`src/rtl/reg_file_wb.sv`:
```
// Write-back register file: 2^A x D registers, two forwarded combinational read ports,
// and a one-entry write-back latch that commits to the array on the following edge.
module reg_file_wb #(
  parameter int D = 8,
  parameter int A = 3
) (
  input  logic         Clk,
  input  logic         Reset_n,
  input  logic         WrEn,
  input  logic         WrSrc,
  input  logic [D-1:0] ImmIn,
  input  logic [D-1:0] AluIn,
  input  logic [A-1:0] WrAddr,
  input  logic         Stall,
  input  logic [A-1:0] RaddrA,
  input  logic [A-1:0] RaddrB,
  output logic [D-1:0] DataOutA,
  output logic [D-1:0] DataOutB,
  output logic         WbBusy
);

  localparam int NREG = 2 ** A;

  logic [D-1:0] regs [NREG];
  logic         wb_valid;
  logic [A-1:0] wb_addr;
  logic [D-1:0] wb_data;
  logic         capture;

  assign capture = WrEn && !Stall;

  always_ff @(posedge Clk or negedge Reset_n) begin
    if (!Reset_n) begin
      wb_valid <= 1'b0;
      wb_addr  <= '0;
      wb_data  <= '0;
    end else begin
      wb_valid <= capture;
      if (capture) begin
        wb_addr <= WrAddr;
        wb_data <= WrSrc ? ImmIn : AluIn;
      end
    end
  end

  // Commit ignores Stall: anything in the latch lands exactly one edge after capture.
  always_ff @(posedge Clk or negedge Reset_n) begin
    if (!Reset_n) begin
      for (int i = 0; i < NREG; i++) regs[i] <= '0;
    end else if (wb_valid) begin
      regs[wb_addr] <= wb_data;
    end
  end

  assign DataOutA = (wb_valid && (wb_addr == RaddrA)) ? wb_data : regs[RaddrA];
  assign DataOutB = (wb_valid && (wb_addr == RaddrB)) ? wb_data : regs[RaddrB];
  assign WbBusy   = wb_valid;

endmodule
```
`config.mk`:
```
export PLATFORM = sky130hd
export DESIGN_NAME = reg_file_wb
export DESIGN_NICKNAME = d
export VERILOG_FILES = /design/src/rtl/reg_file_wb.sv
export SDC_FILE = /design/constraint.sdc
export NUM_CORES = 1
export LEC_CHECK = 0
export BUFFER_PORTS_ARGS = -buffer_cell sky130_fd_sc_hd__buf_2
export CAP_MARGIN = 10
export CORE_MARGIN = 8
export CORE_UTILIZATION = 45
export CTS_CLUSTER_SIZE = 28
export DETAILED_ROUTE_END_ITERATION = 7
export GPL_ROUTABILITY_DRIVEN = 0
export HOLD_SLACK_MARGIN = 0.06
export PLACE_DENSITY = 0.6
export REMOVE_ABC_BUFFERS = 1
export SETUP_SLACK_MARGIN = 0.15
export SYNTH_ARGS = -nofsm -noshare
export SYNTH_HDL_FRONTEND = slang
export SYNTH_SLANG_ARGS = --single-unit
```
`constraint.sdc`:
```
create_clock -name Clk -period 2.05 [get_ports Clk]
set_input_delay 0.1025 -clock Clk [delete_from_list [all_inputs] [get_ports Clk]]
set_output_delay 0.1025 -clock Clk [all_outputs]
set_load 0.02 [all_outputs]
```
=== Yosys cells after proc, flatten, opt, wreduce, memory -nomap -nowiden ===
Cells that the tools add are included.

* Logic and storage cells: 37
* Register bits: 76

* Equality and inequality tests: 2
* Reduce and logical (&&, ||, !) cells: 5
* $lt $le $gt $ge: 4
* Bitwise gates (word level): 3
* Muxes and demuxes: 12

{| class="wikitable"
|+ Operator list
! kind !! number
|-
| $bwmux 64 || 1
|-
| $mux 8 || 8
|-
| $bmux 8 s3 || 2
|-
| $demux 8 s3 || 1
|-
| $ge 4x4->1 const B || 3
|-
| $not 3->4 || 3
|-
| $eq 3x3->1 || 2
|-
| $logic_and 1x1->1 || 4
|-
| $lt 4x1->1 const B || 1
|-
| $logic_not 1->1 || 1
|}

=== Logic depth before layout (Yosys ltp) ===
Gate-level depths: netlist (run 1).

* Word-level depth: 6
* Gate-level depth with buffers: 5

=== Worst setup path before layout (run 1) ===
No wires, ideal clock.

* Path type: register to register
* Start point: register wb_valid (netlist: WbBusy)
* End point: register regs[40] in the netlist's numbering
* Path slack: 0.270 ns
* Period minus slack after synthesis: 1.780 ns
* Data arrival time: 1.656 ns
* Cell stages (with the launch flop): 5
* Data required time: 1.925 ns
* Cell sequence: dfrtp_1 > clkbuf_1 > nand2b_1 > nor3b_2 > mux2_2

{| class="wikitable"
|+ RTL lines
! what !! line !! text
|-
| start: declaration || 25 || <nowiki>logic wb_valid;</nowiki>
|-
| start signal: assignment || 38 || <nowiki>wb_valid <= capture;</nowiki>
|-
| end signal: indexed assignment || 51 || <nowiki>regs[wb_addr] <= wb_data;</nowiki>
|-
| end: declaration || 24 || <nowiki>logic [D-1:0] regs [NREG];</nowiki>
|}

=== Final worst setup path (run 1) ===
* Start point: register regs[38] in the netlist's numbering
* End point: output port DataOutB[6]

* Cells in the longest elaborated chain, start to end: 4

{| class="wikitable"
|+ Ends and longest elaborated chain
! what !! line !! text
|-
| $bmux 8 s3 || 56 || <nowiki>assign DataOutB = (wb_valid && (wb_addr == RaddrB)) ? wb_data : regs[RaddrB];</nowiki>
|-
| $mux 8 (not written as such) (2 in series) || 56 ||
|-
| $mux 8 || 56 ||
|-
| end: declaration || 18 || <nowiki>output logic [D-1:0] DataOutB,</nowiki>
|}

No other way between the ends. The select of a mux whose other input is x is not followed.

==> flow_metrics.tcl, run 1 <==
set metrics [dict create \
    drt_iter0_drc 77 \
    wl_mm 9.974 \
    die_area_um2 12910 \
    dpl-instance-area_um2 4770 \
    post_drt_wl_per_cell_um 20.40 \
    fin_ws_ns 0.05537 \
    cellLeakagePower_nw 2.455 \
    ir_drop_mv 0.6069 \
    antenna_found_initial 0 \
    fp.dieH_um 113.6 \
    clkLatencyLatePin_ns 0.34 \
    synthTopCellsByArea "dfrtp_1 (44%), mux2_2 (25%), mux4_1 (11%)" \
    hold_viol 0 \
    synth_top_area_cell "dfrtp_1" \
    netlist-cell-type-count 19 \
    start_util 0.4639 \
    finalSetupViolCount 0 \
    cts_num_sinks 76 \
    firstDrtPassIters 4 \
    met3RoutedLength_um 374 \
    path_buf_inv 1 \
    place_inst 451 \
    setup_tns_ns 0 \
    synth.top_cell.area_share 0.4437 \
    grt_max_degree 33 \
    synth_seq_cells 76 \
    max_clock_freq_mhz 501.3 \
    status "finished clean" \
    gr-total-overflow 0 \
    drv_cap 0 \
    slew_viol_final 0 \
    crit_family "multiplexers" \
    htreeDepth 3 \
    tightest_slew_ns 0.6413 \
    clkTransAtPathRegs_ns 0.07 \
    period_minus_slack_ns 1.995 \
    antennaDiodeCount 0 \
    endpoint_kind "output port" \
    worst_hold_path_type "in2reg" \
    final_cells 489 \
    powerDensity_nw_per_um2 1245 \
    critPathSlowestCell "mux4_2" \
    top_layer "met4" \
    grt_use_total 0.1638 \
    stdcell_area_um2 5365 \
    clockBufferDepth 2 \
    cts_tree "yes" \
    synth_area_um2 4287 \
    arrival_ns 1.89 \
    port_buffers 46 \
    grt_pass1_wl_mm 15.96 \
    vias_per_cell 5.546 \
    critical_path_peak_fanout 3 \
    pre_cts_ws_ns 0.2619 \
    ant_nets 0 \
    via_count 2712 \
    finalClockSkew_ns 0.006683 \
    fin_crit_sh 0.9730 \
    slowest_delay_ns 0.48 \
    grt_pass1_vias 2811 \
    crit_type "reg2out" \
    syn_avg_cell_area_um2 15.53 \
    fillers 746 \
    critPathRequiredTime_ns 1.95 \
    hold_ws_ns 0.06818 \
    start_kind "register" \
    layout-drive-gt1-share 0.6500 \
    areaGrowthSynthToFinish_pct 25.16 \
    crit_chain "mux4_2 -> mux2_2 -> mux2_4 -> buf_6" \
    core_um2 9240 \
    cts_inserted_buffers 9 \
    fp-row-count 35 \
    synthCells 276 \
    drc 0 \
    cts_root_buf "clkbuf_8" \
    rsz0062_at_grt "true" \
    nets 386 \
    dp_hpwl_mm 6.704 \
    seq_area_frac_synth 0.4437 \
    die_x_um 113.6 \
    maxSlewHeadroom 0.5725 \
    io_pins 47 \
    wl_met1_mm 4.561 \
    wl_met2_mm 4.868 \
    ys_warn_count 0 \
]
==> cells by family after synthesis <==
kind of cell,after synthesis,synth area share
buffers and inverters,26,0.03853
flip-flops,76,0.4437
AND/OR/NAND/NOR,21,0.03182
XOR/XNOR,6,0.01226
AO/OA/AOI/OAI,8,0.009341
multiplexers,139,0.4644
==> power by group <==
group	switching [W]	total [W]	leakage, nW	internal, W
combinational	0.000810	0.00254	1.36	0.00174
clock	0.000533	0.00153	0.136	0.000993
sequential	0.000508	0.00261	0.961	0.00210
total	0.00185	0.00668	2.46	0.00483
==> registers in the layout, indices dropped and copies added, names as in the netlist <==
| name | count |
|---|---|
| wb_data | 8 |
| regs | 64 |
| wb_addr | 3 |
| WbBusy | 1 |
==> placed cells by master, fill, tap and decap left out, types with 3 or more instances in the layout <==
cell type,count
dlygate4sd3_1,12
nand4b_1,3
dfrtp_1,74
nand2_1,9
clkbuf_8,11
bufinv_16,4
xnor2_1,6
buf_4,32
o21ai_0,8
mux2_2,74
buf_6,16
mux2_4,25
buf_12,5
buf_2,29
mux4_2,32
nand4_1,3
mux2i_1,8
==> per-stage QoR <==
stage               total power (W)  utilization
finish                     0.006682       0.5806
global placement           0.004558       0.5162
floorplan                  0.004005            -
CTS                        0.006596       0.5732
global route               0.007041       0.5806
detailed placement         0.004632       0.5162
==> path summary, 6_finish.rpt <==
kind                       startpoint          end  slack, ns  depth (start not counted)
max                          regs[38]  DataOutB[6]       0.06                          4
min                          AluIn[5]   wb_data[5]       0.07                          3
max reg2reg                wb_addr[0]     regs[45]       0.32                          5
min reg2reg                  regs[16]     regs[16]       0.53                          1
max in group asynchronous     Reset_n   wb_addr[0]       1.20                          3
min in group asynchronous     Reset_n   wb_data[4]       0.24                          2
==> synth_stat cells, drive strengths merged <==
cell	count
nor3b	2
nand4b	3
mux4	32
buf	10
nand4	3
o21ai	8
nand2b	2
mux2i	8
xnor2	6
nor3	2
dfrtp	76
inv	1
mux2	99
clkbuf	15
nand2	9
==> tightest hold or removal path, cell delays in order <==
cell and delay [ns]:
buf_2 0.07, mux2i_1 0.05, o21ai_0 0.14
==> per-layer routing <==
metal  up-vias  track usage
li1       1211            -
met1      1422       0.2231
met2        67       0.2588
met3        12      0.02536
met4         0      0.05861
met5         -            0
==> what timing repair did <==
item / in CTS / in global routing
buffers inserted: 7 / 4
hold buffers: 12 / 0
pin swaps: 2 / 1
endpoints found under the hold margin: 37 / 0
gates resized for setup: 64 / 11
setup endpoints to repair: 16 / 16
==> cell type report <==
cell class	count	area, µm²	area share
multi-input cells	174	2238	0.4172
clock buffers	11	151.4	0.02822
well taps	129	161.4	0.03008
inverters	1	3.754	0.0006996
flip-flops and latches	76	1904	0.3549
clock inverters	4	120.1	0.02239
repair buffers	94	785.8	0.1465
Power figures use the tool's default switching activity.
==> run 2, diff against run 1 <==
--- a/config.mk
+++ b/config.mk
@@ -15,7 +15,7 @@
 export HOLD_SLACK_MARGIN = 0.06
 export PLACE_DENSITY = 0.6
 export REMOVE_ABC_BUFFERS = 1
-export SETUP_SLACK_MARGIN = 0.15
+export SETUP_SLACK_MARGIN = 0.02
 export SYNTH_ARGS = -nofsm -noshare
 export SYNTH_HDL_FRONTEND = slang
 export SYNTH_SLANG_ARGS = --single-unit
==> run 2 against run 1 <==
- critical path type unchanged
- core utilization fell by 0.32 points
- final cell count stayed put
- die area unchanged
- worst hold slack about the same
- highest routed layer unchanged
- largest power group unchanged
- critical path depth unchanged
- via count down 0.81%
- clock power about the same
==> flow_metrics.tcl, run 2 (same netlist as run 1, synthesis figures left out) <==
set metrics [dict create \
    fin_ws_ns 0.05706 \
    htreeDepth 3 \
    grt_pass1_vias 2773 \
    cellLeakagePower_nw 2.420 \
    antennaDiodeCount 0 \
    r2r_slack_ns 0.20 \
    whs_path_depth 3 \
    finalSetupViolCount 0 \
    start_util 0.4639 \
    core_um2 9240 \
    min-delay-start "AluIn[5]" \
    cts_tree "yes" \
    endpoint_kind "output port" \
    vias_per_cell 5.501 \
    layout-drive-gt1-share 0.6500 \
    crit_type "reg2out" \
    r2r_cells 6 \
    grt_use_total 0.1616 \
    drv_cap 0 \
    cts_inserted_buffers 9 \
    rsz0062_at_grt "true" \
    largest_register_ffs 64 \
    wl_mm 9.920 \
    grt_pass1_wl_mm 15.78 \
    critPathRequiredTime_ns 1.95 \
    post_drt_wl_per_cell_um 20.29 \
    gr-total-overflow 0 \
    io_pins 47 \
    ir_drop_mv 0.5966 \
    final_cell_mix "mux2_2 (84), dfrtp_1 (74), mux4_2 (32)" \
    die_area_um2 12910 \
    clkLatencyLatePin_ns 0.34 \
    port_buffers 46 \
    antenna_found_initial 0 \
    die_x_um 113.6 \
    drt_iter0_drc 74 \
    firstDrtPassIters 4 \
    clkTransAtPathRegs_ns 0.07 \
    regToRegEndpoint "regs[45]" \
    clockBufferDepth 2 \
    grt_max_degree 33 \
    arrival_ns 1.89 \
    areaGrowthSynthToFinish_pct 24.46 \
    reg_top3 "regs: 64 flops, wb_data: 8 flops, wb_addr: 3 flops" \
    via_count 2690 \
    pre_cts_ws_ns 0.2619 \
    regMostFlops "regs" \
    period_minus_slack_ns 1.993 \
    hold_end "wb_data[5]" \
    worst_hold_path_type "in2reg" \
    ant_nets 0 \
    tightest_slew_ns 0.6430 \
    powerDensity_nw_per_um2 1236 \
    critical_path_peak_fanout 3 \
    r2r-start "wb_addr[0]" \
    dp_hpwl_mm 6.704 \
    setup_tns_ns 0 \
    cts_num_sinks 76 \
    status "finished clean" \
    start_kind "register" \
    fp.dieH_um 113.6 \
    fin_crit_sh 0.9722 \
    finalClockSkew_ns 0.005212 \
    layout_commonest_cell "mux2_2" \
    fp-row-count 35 \
    slew_viol_final 0 \
    maxSlewHeadroom 0.5713 \
    max_clock_freq_mhz 501.8 \
    fillers 747 \
    hold_viol 0 \
    drc 0 \
    cts_root_buf "clkbuf_8" \
    nets 386 \
]
==> run 2: final cells by class <==
class                      instances  area [µm²]  area share
clock buffer                      11       151.4     0.02838
inverter                           1       3.754   0.0007036
clock inverter                     4       120.1     0.02251
timing repair buffer              94       793.3      0.1487
sequential                        76        1904      0.3569
tap                              129       161.4     0.03025
multi-input combinational        174        2201      0.4125
==> run 2: critical path, cell delays in order, from the launching register on <==
cell     delay [ns]
dfrtp_1        0.40
mux4_2         0.48
mux2_4         0.28
mux2_4         0.26
buf_6          0.13
==> run 2: how the worst max path moves through the flow <==
stage	start	end	slack [ns]
after floorplan	WbBusy	regs[40]	0.39
after global placement	wb_addr[0]	DataOutA[6]	0.27
after detailed placement	wb_addr[0]	DataOutA[6]	0.26
after CTS	regs[49]	DataOutA[1]	0.005
after global routing	regs[4]	DataOutA[4]	0.01
final	regs[46]	DataOutB[6]	0.06
==> run 2: what timing repair did <==
item / 4_1_cts / 5_1_grt
setup endpoints to repair: 15 / 16
gates resized for setup: 17 / 50
hold buffers: 12 / 0
hold endpoints to repair: 37 / 0
pin swaps: 2 / 3
setup buffers: 3 / 8
==> run 2: power breakdown <==
part           internal (W)  leakage, nW  total (W)  switching [W]
logic               0.00167         1.32    0.00246       0.000794
registers           0.00210        0.961    0.00261       0.000507
clock network      0.000993        0.136    0.00152       0.000531
total               0.00476         2.42    0.00659        0.00183
==> run 2: per-layer routing <==
metal,track usage,part of all wire,routed length [µm]
met5,0,0,0
met4,0.05151,0.012,123
met3,0.02641,0.026,260
met2,0.2560,0.48,4800
met1,0.2211,0.48,4736
==> run 2: metrics by stage <==
step | power [W] | util | hold slack (ns) | instances | instance area, µm²
5_1_grt | 0.006956 | 0.5774 | 0.06859 | 489 | 5335
3_3_place_gp | 0.004558 | 0.5162 | 0.06860 | 451 | 4770
3_5_place_dp | 0.004632 | 0.5162 | 0.07586 | 451 | 4770
6_report | 0.006593 | 0.5774 | 0.06862 | 489 | 5335
4_1_cts | 0.006272 | 0.5588 | 0.06007 | 481 | 5164
2_1_floorplan | 0.004005 | - | -0.1931 | 251 | 4125
